$ cat config.mk
export PLATFORM = sky130hd
export DESIGN_NAME = ps2_kb_controller
export DESIGN_NICKNAME = d
export VERILOG_FILES = /design/src/rtl/ps2_kb_pkg.sv /design/src/rtl/ps2_kb_controller_rx.sv /design/src/rtl/ps2_kb_controller.sv
export SDC_FILE = /design/constraint.sdc
export NUM_CORES = 1
export LEC_CHECK = 0
export ABC_AREA = 0
export CORE_ASPECT_RATIO = 0.75
export CORE_MARGIN = 2
export CORE_UTILIZATION = 59
export CTS_CLUSTER_SIZE = 30
export DETAILED_ROUTE_END_ITERATION = 10
export PLACE_DENSITY = 0.79
export SYNTH_ARGS = -nofsm -noshare
export SYNTH_HDL_FRONTEND = slang
export SYNTH_HIERARCHICAL = 1
export SYNTH_SLANG_ARGS = --single-unit
$ cat constraint.sdc
create_clock -name CLK -period 5.7 [get_ports CLK]
set_clock_uncertainty 0.2 [all_clocks]
set_input_delay 0.57 -clock CLK [delete_from_list [all_inputs] [get_ports CLK]]
set_output_delay 0.57 -clock CLK [all_outputs]
set_load 0.02 [all_outputs]
$ cat src/rtl/ps2_kb_pkg.sv
// ps2_kb_pkg: shared status bit positions and receiver state encoding
package ps2_kb_pkg;
   localparam int ST_NE   = 0;
   localparam int ST_FULL = 1;
   localparam int ST_OVR  = 2;
   localparam int ST_PERR = 3;
   localparam int ST_FERR = 4;
   localparam int ST_INH  = 5;
   localparam int ST_IEN  = 7;
   typedef enum logic [1:0] {IDLE, DATA, PARITY, STOP} rx_state_e;
endpackage

$ cat src/rtl/ps2_kb_controller_rx.sv
// ps2_rx_frame: synchronises the PS/2 pins and deserialises one device-to-host frame
// per start bit, pulsing byte_valid_o on a good frame or perr_o/ferr_o on a bad one.
module ps2_rx_frame
   import ps2_kb_pkg::*;
#(
   parameter int SAMPLE_DELAY   = 8,
   parameter int TIMEOUT_CYCLES = 4096
) (
   input  logic       clk_i,
   input  logic       rst_n_i,
   input  logic       kb_clk_i,
   input  logic       kb_data_i,
   input  logic       inh_i,
   output logic [7:0] byte_o,
   output logic       byte_valid_o,
   output logic       perr_o,
   output logic       ferr_o,
   output logic       idle_o,
   output logic       clk_hi_o
);
   localparam int DW = $clog2(SAMPLE_DELAY);
   localparam int TW = $clog2(TIMEOUT_CYCLES + 1);
   logic [1:0]    clk_s_q, dat_s_q;
   logic          clk_prev_q, pend_q, par_q, valid_q, perr_q, ferr_q;
   logic [DW-1:0] dly_q;
   logic [TW-1:0] tmo_q;
   logic [2:0]    bit_q;
   logic [7:0]    sr_q;
   rx_state_e     state_q;
   logic          fall, smp, tmo_hit, d, par_ok;
   assign fall    = clk_prev_q & ~clk_s_q[1] & ~inh_i;
   assign smp     = pend_q & (dly_q == '0);
   assign tmo_hit = tmo_q == TW'(TIMEOUT_CYCLES);
   assign d       = dat_s_q[1];
   assign par_ok  = ^{sr_q, par_q};
   // The fall is seen one cycle after the synced edge, hence the -2 preload.
   always_ff @(posedge clk_i) begin
      if (!rst_n_i) begin
         clk_s_q    <= 2'b11;
         dat_s_q    <= 2'b11;
         clk_prev_q <= 1'b1;
         pend_q     <= 1'b0;
         dly_q      <= '0;
         tmo_q      <= '0;
         state_q    <= IDLE;
         bit_q      <= '0;
         sr_q       <= '0;
         par_q      <= 1'b0;
         valid_q    <= 1'b0;
         perr_q     <= 1'b0;
         ferr_q     <= 1'b0;
      end else begin
         clk_s_q    <= {clk_s_q[0], kb_clk_i};
         dat_s_q    <= {dat_s_q[0], kb_data_i};
         clk_prev_q <= clk_s_q[1];
         valid_q    <= 1'b0;
         perr_q     <= 1'b0;
         ferr_q     <= 1'b0;
         pend_q     <= fall | (pend_q & ~smp);
         dly_q      <= fall ? DW'(SAMPLE_DELAY - 2) : (pend_q & ~smp) ? dly_q - 1'b1 : dly_q;
         tmo_q      <= fall ? '0 : tmo_hit ? tmo_q : tmo_q + 1'b1;
         if (state_q != IDLE && tmo_hit) begin
            state_q <= IDLE;
            ferr_q  <= 1'b1;
         end else if (smp) begin
            case (state_q)
               IDLE: begin
                  state_q <= d ? IDLE : DATA;
                  bit_q   <= '0;
               end
               DATA: begin
                  sr_q    <= {d, sr_q[7:1]};
                  bit_q   <= bit_q + 1'b1;
                  state_q <= (bit_q == 3'd7) ? PARITY : DATA;
               end
               PARITY: begin
                  par_q   <= d;
                  state_q <= STOP;
               end
               STOP: begin
                  state_q <= IDLE;
                  valid_q <= d & par_ok;
                  perr_q  <= d & ~par_ok;
                  ferr_q  <= ~d;
               end
            endcase
         end
      end
   end
   assign byte_o       = sr_q;
   assign byte_valid_o = valid_q;
   assign perr_o       = perr_q;
   assign ferr_o       = ferr_q;
   assign idle_o       = state_q == IDLE;
   assign clk_hi_o     = clk_s_q[1];
endmodule

$ cat src/rtl/ps2_kb_controller.sv
// ps2_kb_controller: buffered PS/2 keyboard port for the Z180 with a scan-code FIFO,
// sticky error flags, level interrupt and host clock inhibit while the FIFO is full.
module ps2_kb_controller
   import ps2_kb_pkg::*;
#(
   parameter int FIFO_DEPTH     = 8,
   parameter int SAMPLE_DELAY   = 8,
   parameter int TIMEOUT_CYCLES = 4096
) (
   input  logic       CLK,
   input  logic       RST,
   input  logic       KB_CLK_IN,
   input  logic       KB_DATA_IN,
   output logic       KB_CLK_OE,
   input  logic       SEL,
   input  logic       A0,
   input  logic       RD_N,
   input  logic       WR_N,
   input  logic [7:0] DIN,
   output logic [7:0] DOUT,
   output logic       DOE,
   output logic       IRQ_N
);
   localparam int AW = $clog2(FIFO_DEPTH);
   logic [7:0]    mem_q [FIFO_DEPTH];
   logic [AW-1:0] wp_q, rp_q;
   logic [AW:0]   cnt_q;
   logic          ien_q, ovr_q, perr_q, ferr_q, inh_q, irq_n_q, rd_seen_q, wr_q;
   logic [7:0]    rx_byte, status;
   logic          rx_valid, rx_perr, rx_ferr, rx_idle, rx_clk_hi;
   logic          rd_act, wr_act, wr_first, empty, full, push, pop;
   logic [2:0]    clr;
   ps2_rx_frame #(.SAMPLE_DELAY(SAMPLE_DELAY), .TIMEOUT_CYCLES(TIMEOUT_CYCLES)) u_rx (
      .clk_i        (CLK),
      .rst_n_i      (RST),
      .kb_clk_i     (KB_CLK_IN),
      .kb_data_i    (KB_DATA_IN),
      .inh_i        (inh_q),
      .byte_o       (rx_byte),
      .byte_valid_o (rx_valid),
      .perr_o       (rx_perr),
      .ferr_o       (rx_ferr),
      .idle_o       (rx_idle),
      .clk_hi_o     (rx_clk_hi)
   );
   assign rd_act   = SEL & ~RD_N;
   assign wr_act   = SEL & ~WR_N & A0;
   assign wr_first = wr_act & ~wr_q;
   assign empty    = cnt_q == '0;
   assign full     = cnt_q == (AW+1)'(FIFO_DEPTH);
   assign push     = rx_valid & ~full;
   assign pop      = rd_seen_q & ~rd_act & ~empty;
   assign clr      = wr_first ? DIN[4:2] : 3'b000;
   always_comb begin
      status          = '0;
      status[ST_NE]   = ~empty;
      status[ST_FULL] = full;
      status[ST_OVR]  = ovr_q;
      status[ST_PERR] = perr_q;
      status[ST_FERR] = ferr_q;
      status[ST_INH]  = inh_q;
      status[ST_IEN]  = ien_q;
   end
   always_ff @(posedge CLK) begin
      if (push) mem_q[wp_q] <= rx_byte;
   end
   // Flag sets are OR'd after the clear mask so a coincident set wins.
   always_ff @(posedge CLK) begin
      if (!RST) begin
         wp_q      <= '0;
         rp_q      <= '0;
         cnt_q     <= '0;
         ien_q     <= 1'b0;
         ovr_q     <= 1'b0;
         perr_q    <= 1'b0;
         ferr_q    <= 1'b0;
         inh_q     <= 1'b0;
         irq_n_q   <= 1'b1;
         rd_seen_q <= 1'b0;
         wr_q      <= 1'b0;
      end else begin
         wp_q      <= wp_q + AW'(push);
         rp_q      <= rp_q + AW'(pop);
         cnt_q     <= cnt_q + (AW+1)'(push) - (AW+1)'(pop);
         rd_seen_q <= rd_act & (rd_seen_q | ~A0);
         wr_q      <= wr_act;
         ien_q     <= wr_first ? DIN[7] : ien_q;
         ovr_q     <= (rx_valid & full) | (ovr_q & ~clr[0]);
         perr_q    <= rx_perr | (perr_q & ~clr[1]);
         ferr_q    <= rx_ferr | (ferr_q & ~clr[2]);
         inh_q     <= full & (inh_q | (rx_idle & rx_clk_hi));
         irq_n_q   <= ~(ien_q & (~empty | ovr_q | perr_q | ferr_q));
      end
   end
   assign DOE       = rd_act;
   assign DOUT      = ~rd_act ? 8'h00 : A0 ? status : empty ? 8'h00 : mem_q[rp_q];
   assign KB_CLK_OE = inh_q;
   assign IRQ_N     = irq_n_q;
endmodule

==> run metrics, run 1 <==
status finished, final reports clean; Mapped Cells 408; Setup-failing EPs final 0; Core Box Area 8530 um^2; CTS clk-pin slew, worst paths 0.06 ns; TritonRoute pass-1 iters 5; count leader, synth edfxtp_1; slew margin rel. 0.173; RSZ-0062 raised after global routing no; Die W 112 um; met2 routed WL 4990 um; highest layer used for signal routing met4; max cap viols 0; delay-heaviest family, CP flip-flops; Slew Limit Fails 0; required time of the critical path 4.93 ns; DIE AREA 9600 um^2; critical path class flop to output pin; FF/Latch Area 3060 um^2; Layout Utilization 0.718; Metal-1 WL 4780 um; IO Port Bufs 22; mapped cell area 5210 um^2; area grow syn2layout 17.5%; DRC 0; Via Count 3,268; Post-DRT Antenna Nets 0; Initial Utilization 0.611; GP Congestion 0.784; final period utilization 0.626; dpl cells 526; Arr. time, crit path 2.80 ns; most frequent cells after synthesis edfxtp_1, dfxtp_1, nor2_1, nor2b_1, nand2_1; Final Critical Period 3.57 ns; CP startpoint kind flop; number of flops mapped to enable cells by yosys 64; endpoints failing hold 0; TritonCTS Sinks 121; drt total wl 10,600 um; Setup Buffers After CTS 0; Synth top area share 0.369; layout cells sized above 1 0.111; Setup crit end kind output pin; WL met3 654 um; cts bufs inserted 17; largest stage delay on the critical path 0.91 ns; Cell Rows 29; Yosys top cell by area edfxtp_1; Tot GR Track Use 0.242; area of the multi-input gates 1990 um^2; overall power 2.11 mW; drt via density 5.86; Post-Syn Area per Cell 12.8 um^2; Min Hold Slack 0.202 ns; Seq cells post-synth 121; worst slew pin tran 1.23 ns; die span in y 85.4 um; hpwl dp 6780 um; yosys warns 6; CTS Buffer Depth 2; number of H-tree levels 4; min-delay worst type flop to flop; initial antenna violation count 0; TritonCTS clock tree built; Skew-Pair Late Insertion Delay 0.42 ns; setup tns final 0 ns; Resize count post-CTS 0; number of primary I/O pins 27; global-route wire length before repair 17,200 um; Max VDD drop 0.000277 V; cts hold-fix bufs 0; grt total ovfl 0; synth top area cells edfxtp_1, dfxtp_1, ha_1; pwr dens 345 nW/um^2; Critical Path, Cell by Cell nand2b_1, a211oi_1, a311oi_1, a32o_1, clkdlybuf4s50_1; Post-Layout Cell Count 558; vias in the first global route 3,270; crit-path max FO 21; Worst Path Buf+Inv 1; CTS Root Cell clkbuf_16; 1st-iter DRT viols 224; nets 470; sequential area share after synthesis 0.588; filler instances 549; ys async rst share 0; Primary FF master, synth edfxtp_1; post-synth cell types 58; syn nets 441; ant diodes 0; DR WL/cell 19.0 um; Critical-path top delay cell dfxtp_1; LEAKAGE 2.16 nW; fmax 280 MHz; largest net degree at the start of global routing 45
stage by stage:
stage	instance area, um^2	setup WS (ns)
after floorplan	5210	2.95
after global placement	5490	2.16
after detailed placement	5490	2.13
after CTS	6120	2.11
after global routing	6120	1.97
final	6120	2.13
cell usage in the layout (no fill, tap or decap), types with 11 or more instances in the layout:
cell type	instances
edfxtp_1	64
nand3_1	12
nor2b_1	27
nand2_1	21
clkdlybuf4s50_1	22
a21oi_1	14
inv_1	17
nand2b_1	11
dfxtp_1	57
clkbuf_16	17
mux2i_1	16
nor2_1	27
ha_1	16
xnor2_1	11
where the power goes:
group / switching (mW) / internal [mW]
clock: 0.369 / 0.771
sequential: 0.00517 / 0.916
combinational: 0.0260 / 0.0254
routing by layer:
layer,vias to the layer above,track usage
met3,16,0.0686
met1,1576,0.319
met4,0,0.102
met2,116,0.382
li1,1560,-
met5,-,0
cell families after synthesis:
family	Yosys count	synth area share
buf+inv	31	0.0298
compound gates	51	0.0714
fa+ha+maj	17	0.0423
flops	121	0.588
mux	27	0.0740
xor+xnor	20	0.0363
simple gates	141	0.158
final timing paths:
kind         slack, ns                    endpoint  depth (start not counted)                  startpoint
max               2.13                     DOUT[1]                          5          rp_q[1]$_SDFF_PN0_
min               0.20  u_rx/clk_s_q[1]$_SDFF_PN1_                          1  u_rx/clk_s_q[0]$_SDFF_PN1_
max reg2reg       2.84       mem_q[0][1]$_DFFE_PP_                          6         cnt_q[2]$_SDFF_PN0_
min reg2reg       0.20  u_rx/clk_s_q[1]$_SDFF_PN1_                          1  u_rx/clk_s_q[0]$_SDFF_PN1_
final cells by class:
type	count	share of cell area
multi-input combinational	256	0.325
clock buffer	19	0.0707
timing repair buffer	24	0.0384
inverter	17	0.0104
clock inverter	13	0.0327
tap	108	0.0221
sequential	121	0.501
state kept, by name, summed over array words and instances, names as in the netlist, 2 cells and up, named ones only:
| name | count |
|---|---|
| mem_q | 64 |
| u_rx/dat_s_q | 2 |
| u_rx/clk_s_q | 2 |
| u_rx/dly_q | 3 |
| u_rx/tmo_q | 13 |
| wp_q | 3 |
| u_rx/byte_o | 8 |
| u_rx/bit_q | 3 |
| cnt_q | 4 |
| rp_q | 3 |
Note: power is estimated with default switching activity, not from simulation.
==> inputs of run 2 (changes only) <==
- clock period: 5.7 -> 3.5 ns (I/O delays scaled with it)
==> run metrics, run 2 (synthesis results as in run 1) <==
RSZ-0062 raised after global routing no; TritonCTS clock tree built; most frequent cells in the layout edfxtp_1, dfxtp_1, nor2_1, nor2b_1, clkdlybuf4s50_1; Arr. time, crit path 2.75 ns (-0.05 ns); drt via density 5.94 (+1.4%); endpoints failing hold 0 (unchanged); ant diodes 0 (unchanged); layout cells sized above 1 0.131 (+0.0199); Min Hold Slack 0.204 ns (+0.00161 ns); number of H-tree levels 4 (unchanged); met2 routed WL 5060 um (+1.3%); fmax 303 MHz; crit-path max FO 5 (-76%); Metal-1 WL 4760 um (-0.46%); overall power 3.38 mW (+60%); worst slew pin tran 0.859 ns (-0.371 ns); Die W 112 um (unchanged); combinational share of power 0.025 (about the same); global-route wire length before repair 17,100 um (-0.40%); number of primary I/O pins 27 (unchanged); Top reg by flops mem_q; 1st-iter DRT viols 277 (+24%); required time of the critical path 2.95 ns (-1.98 ns); TritonRoute pass-1 iters 5 (unchanged); most common cell after layout, fill and taps aside edfxtp_1; Skew-Pair Late Insertion Delay 0.41 ns (about the same); IO Port Bufs 22 (unchanged); fin worst setup slack 0.204 ns (-1.93 ns); setup tns final 0 ns (unchanged); Tot GR Track Use 0.237 (-0.00537); cts hold-fix bufs 0 (unchanged); drt total wl 10,800 um (+1.4%); pwr dens 548 nW/um^2 (+59%); Setup Buffers After CTS 0 (unchanged); LEAKAGE 2.21 nW (+2.4%); max cap viols 0 (unchanged); nets 478 (+1.7%); Initial Utilization 0.611 (unchanged); CP startpoint kind flop; Final Critical Period 3.30 ns; GP Congestion 0.795 (+1.4%); slew margin rel. 0.425 (+0.252); Flop pwr share 0.443 (+0.007); CTS clk-pin slew, worst paths 0.06 ns (about the same); hpwl dp 6950 um (+2.4%); critical path class flop to output pin; Setup-failing EPs final 0 (unchanged); initial antenna violation count 0 (unchanged); area grow syn2layout 18.5%; max reg flops 64 (unchanged); Max VDD drop 0.000462 V (+67%); Post-DRT Antenna Nets 0 (unchanged); Core Box Area 8530 um^2 (unchanged); Setup crit end kind output pin; largest net degree at the start of global routing 26 (-42%); grt total ovfl 0 (unchanged); CTS Root Cell clkbuf_16; WL met3 857 um (+31%); Placement Setup Slack 0.406 ns (-1.73 ns); highest layer used for signal routing met4; final period utilization 0.942; Final Cell Area 6170 um^2 (+0.84%); clock share of power 0.531 (-0.009); min-delay worst type flop to flop; Placed Area 5550 um^2 (+1.1%); DRC 0 (unchanged); Cell Rows 29 (unchanged); CTS Buffer Depth 2 (unchanged); vias in the first global route 3,355 (+2.6%); Int Pwr 2.74 mW (+60%); Psw 0.643 mW (+61%); switching share of total power 0.190 (+0.000946); die span in y 85.4 um (unchanged); DIE AREA 9600 um^2 (unchanged); cts bufs inserted 17 (unchanged); Via Count 3,360 (+2.8%); TritonCTS Sinks 121 (unchanged); Slew Limit Fails 0 (unchanged); DR WL/cell 19.0 um (about the same); status finished, final reports clean
run 2: final timing paths:
check / slack, ns / startpoint / to / cells past startpoint
setup / recovery: 0.20 / cnt_q[2]$_SDFF_PN0_ / DOUT[5] / 6
hold / removal: 0.20 / u_rx/clk_s_q[0]$_SDFF_PN1_ / u_rx/clk_s_q[1]$_SDFF_PN1_ / 1
setup reg to reg: 0.82 / cnt_q[2]$_SDFF_PN0_ / cnt_q[3]$_SDFF_PN0_ / 11
hold reg to reg: 0.20 / u_rx/clk_s_q[0]$_SDFF_PN1_ / u_rx/clk_s_q[1]$_SDFF_PN1_ / 1
run 2: stage by stage:
step | utilization | instances
4_1_cts | 0.724 | 566
2_1_floorplan | - | 408
3_5_place_dp | 0.650 | 534
6_report | 0.724 | 566
5_1_grt | 0.724 | 566
3_3_place_gp | 0.650 | 534
run 2: worst max-delay path, stage by stage (launching register included):
cell	delay, ns
dfxtp_1	0.30
inv_1	0.06
ha_1	0.23
nor3b_1	0.17
or3_4	0.42
o41ai_1	0.46
clkdlybuf4s50_1	0.69
run 2: repair_timing:
| item | in CTS | in global routing |
|---|---|---|
| resized for setup | 0 | 1 |
| setup endpoints to repair | 0 | 1 |
| hold endpoints to repair | 0 | 0 |
run 2: layout make-up:
class | instances | area [um^2]
clock inverter | 6 | 81.3
timing repair buffer | 32 | 295
tap | 108 | 135
inverter | 17 | 63.8
sequential | 121 | 3060
clock buffer | 26 | 542
fill | 543 | 2360
multi-input combinational | 256 | 1990
run 2: layer usage:
layer / up-vias / track usage
met5: - / 0
met4: 0 / 0.0843
met3: 11 / 0.0743
met2: 119 / 0.370
met1: 1660 / 0.317
li1: 1570 / -
run 2: power by group through the flow:
| stage | Combinational, mW | Clock [mW] | Sequential (mW) |
|---|---|---|---|
| floorplan | 0.0529 | 0 | 1.53 |
| global placement | 0.0799 | 0 | 1.53 |
| detailed placement | 0.0835 | 0 | 1.53 |
| CTS | 0.0850 | 1.81 | 1.50 |
| global route | 0.0930 | 1.88 | 1.50 |
| finish | 0.0851 | 1.80 | 1.50 |
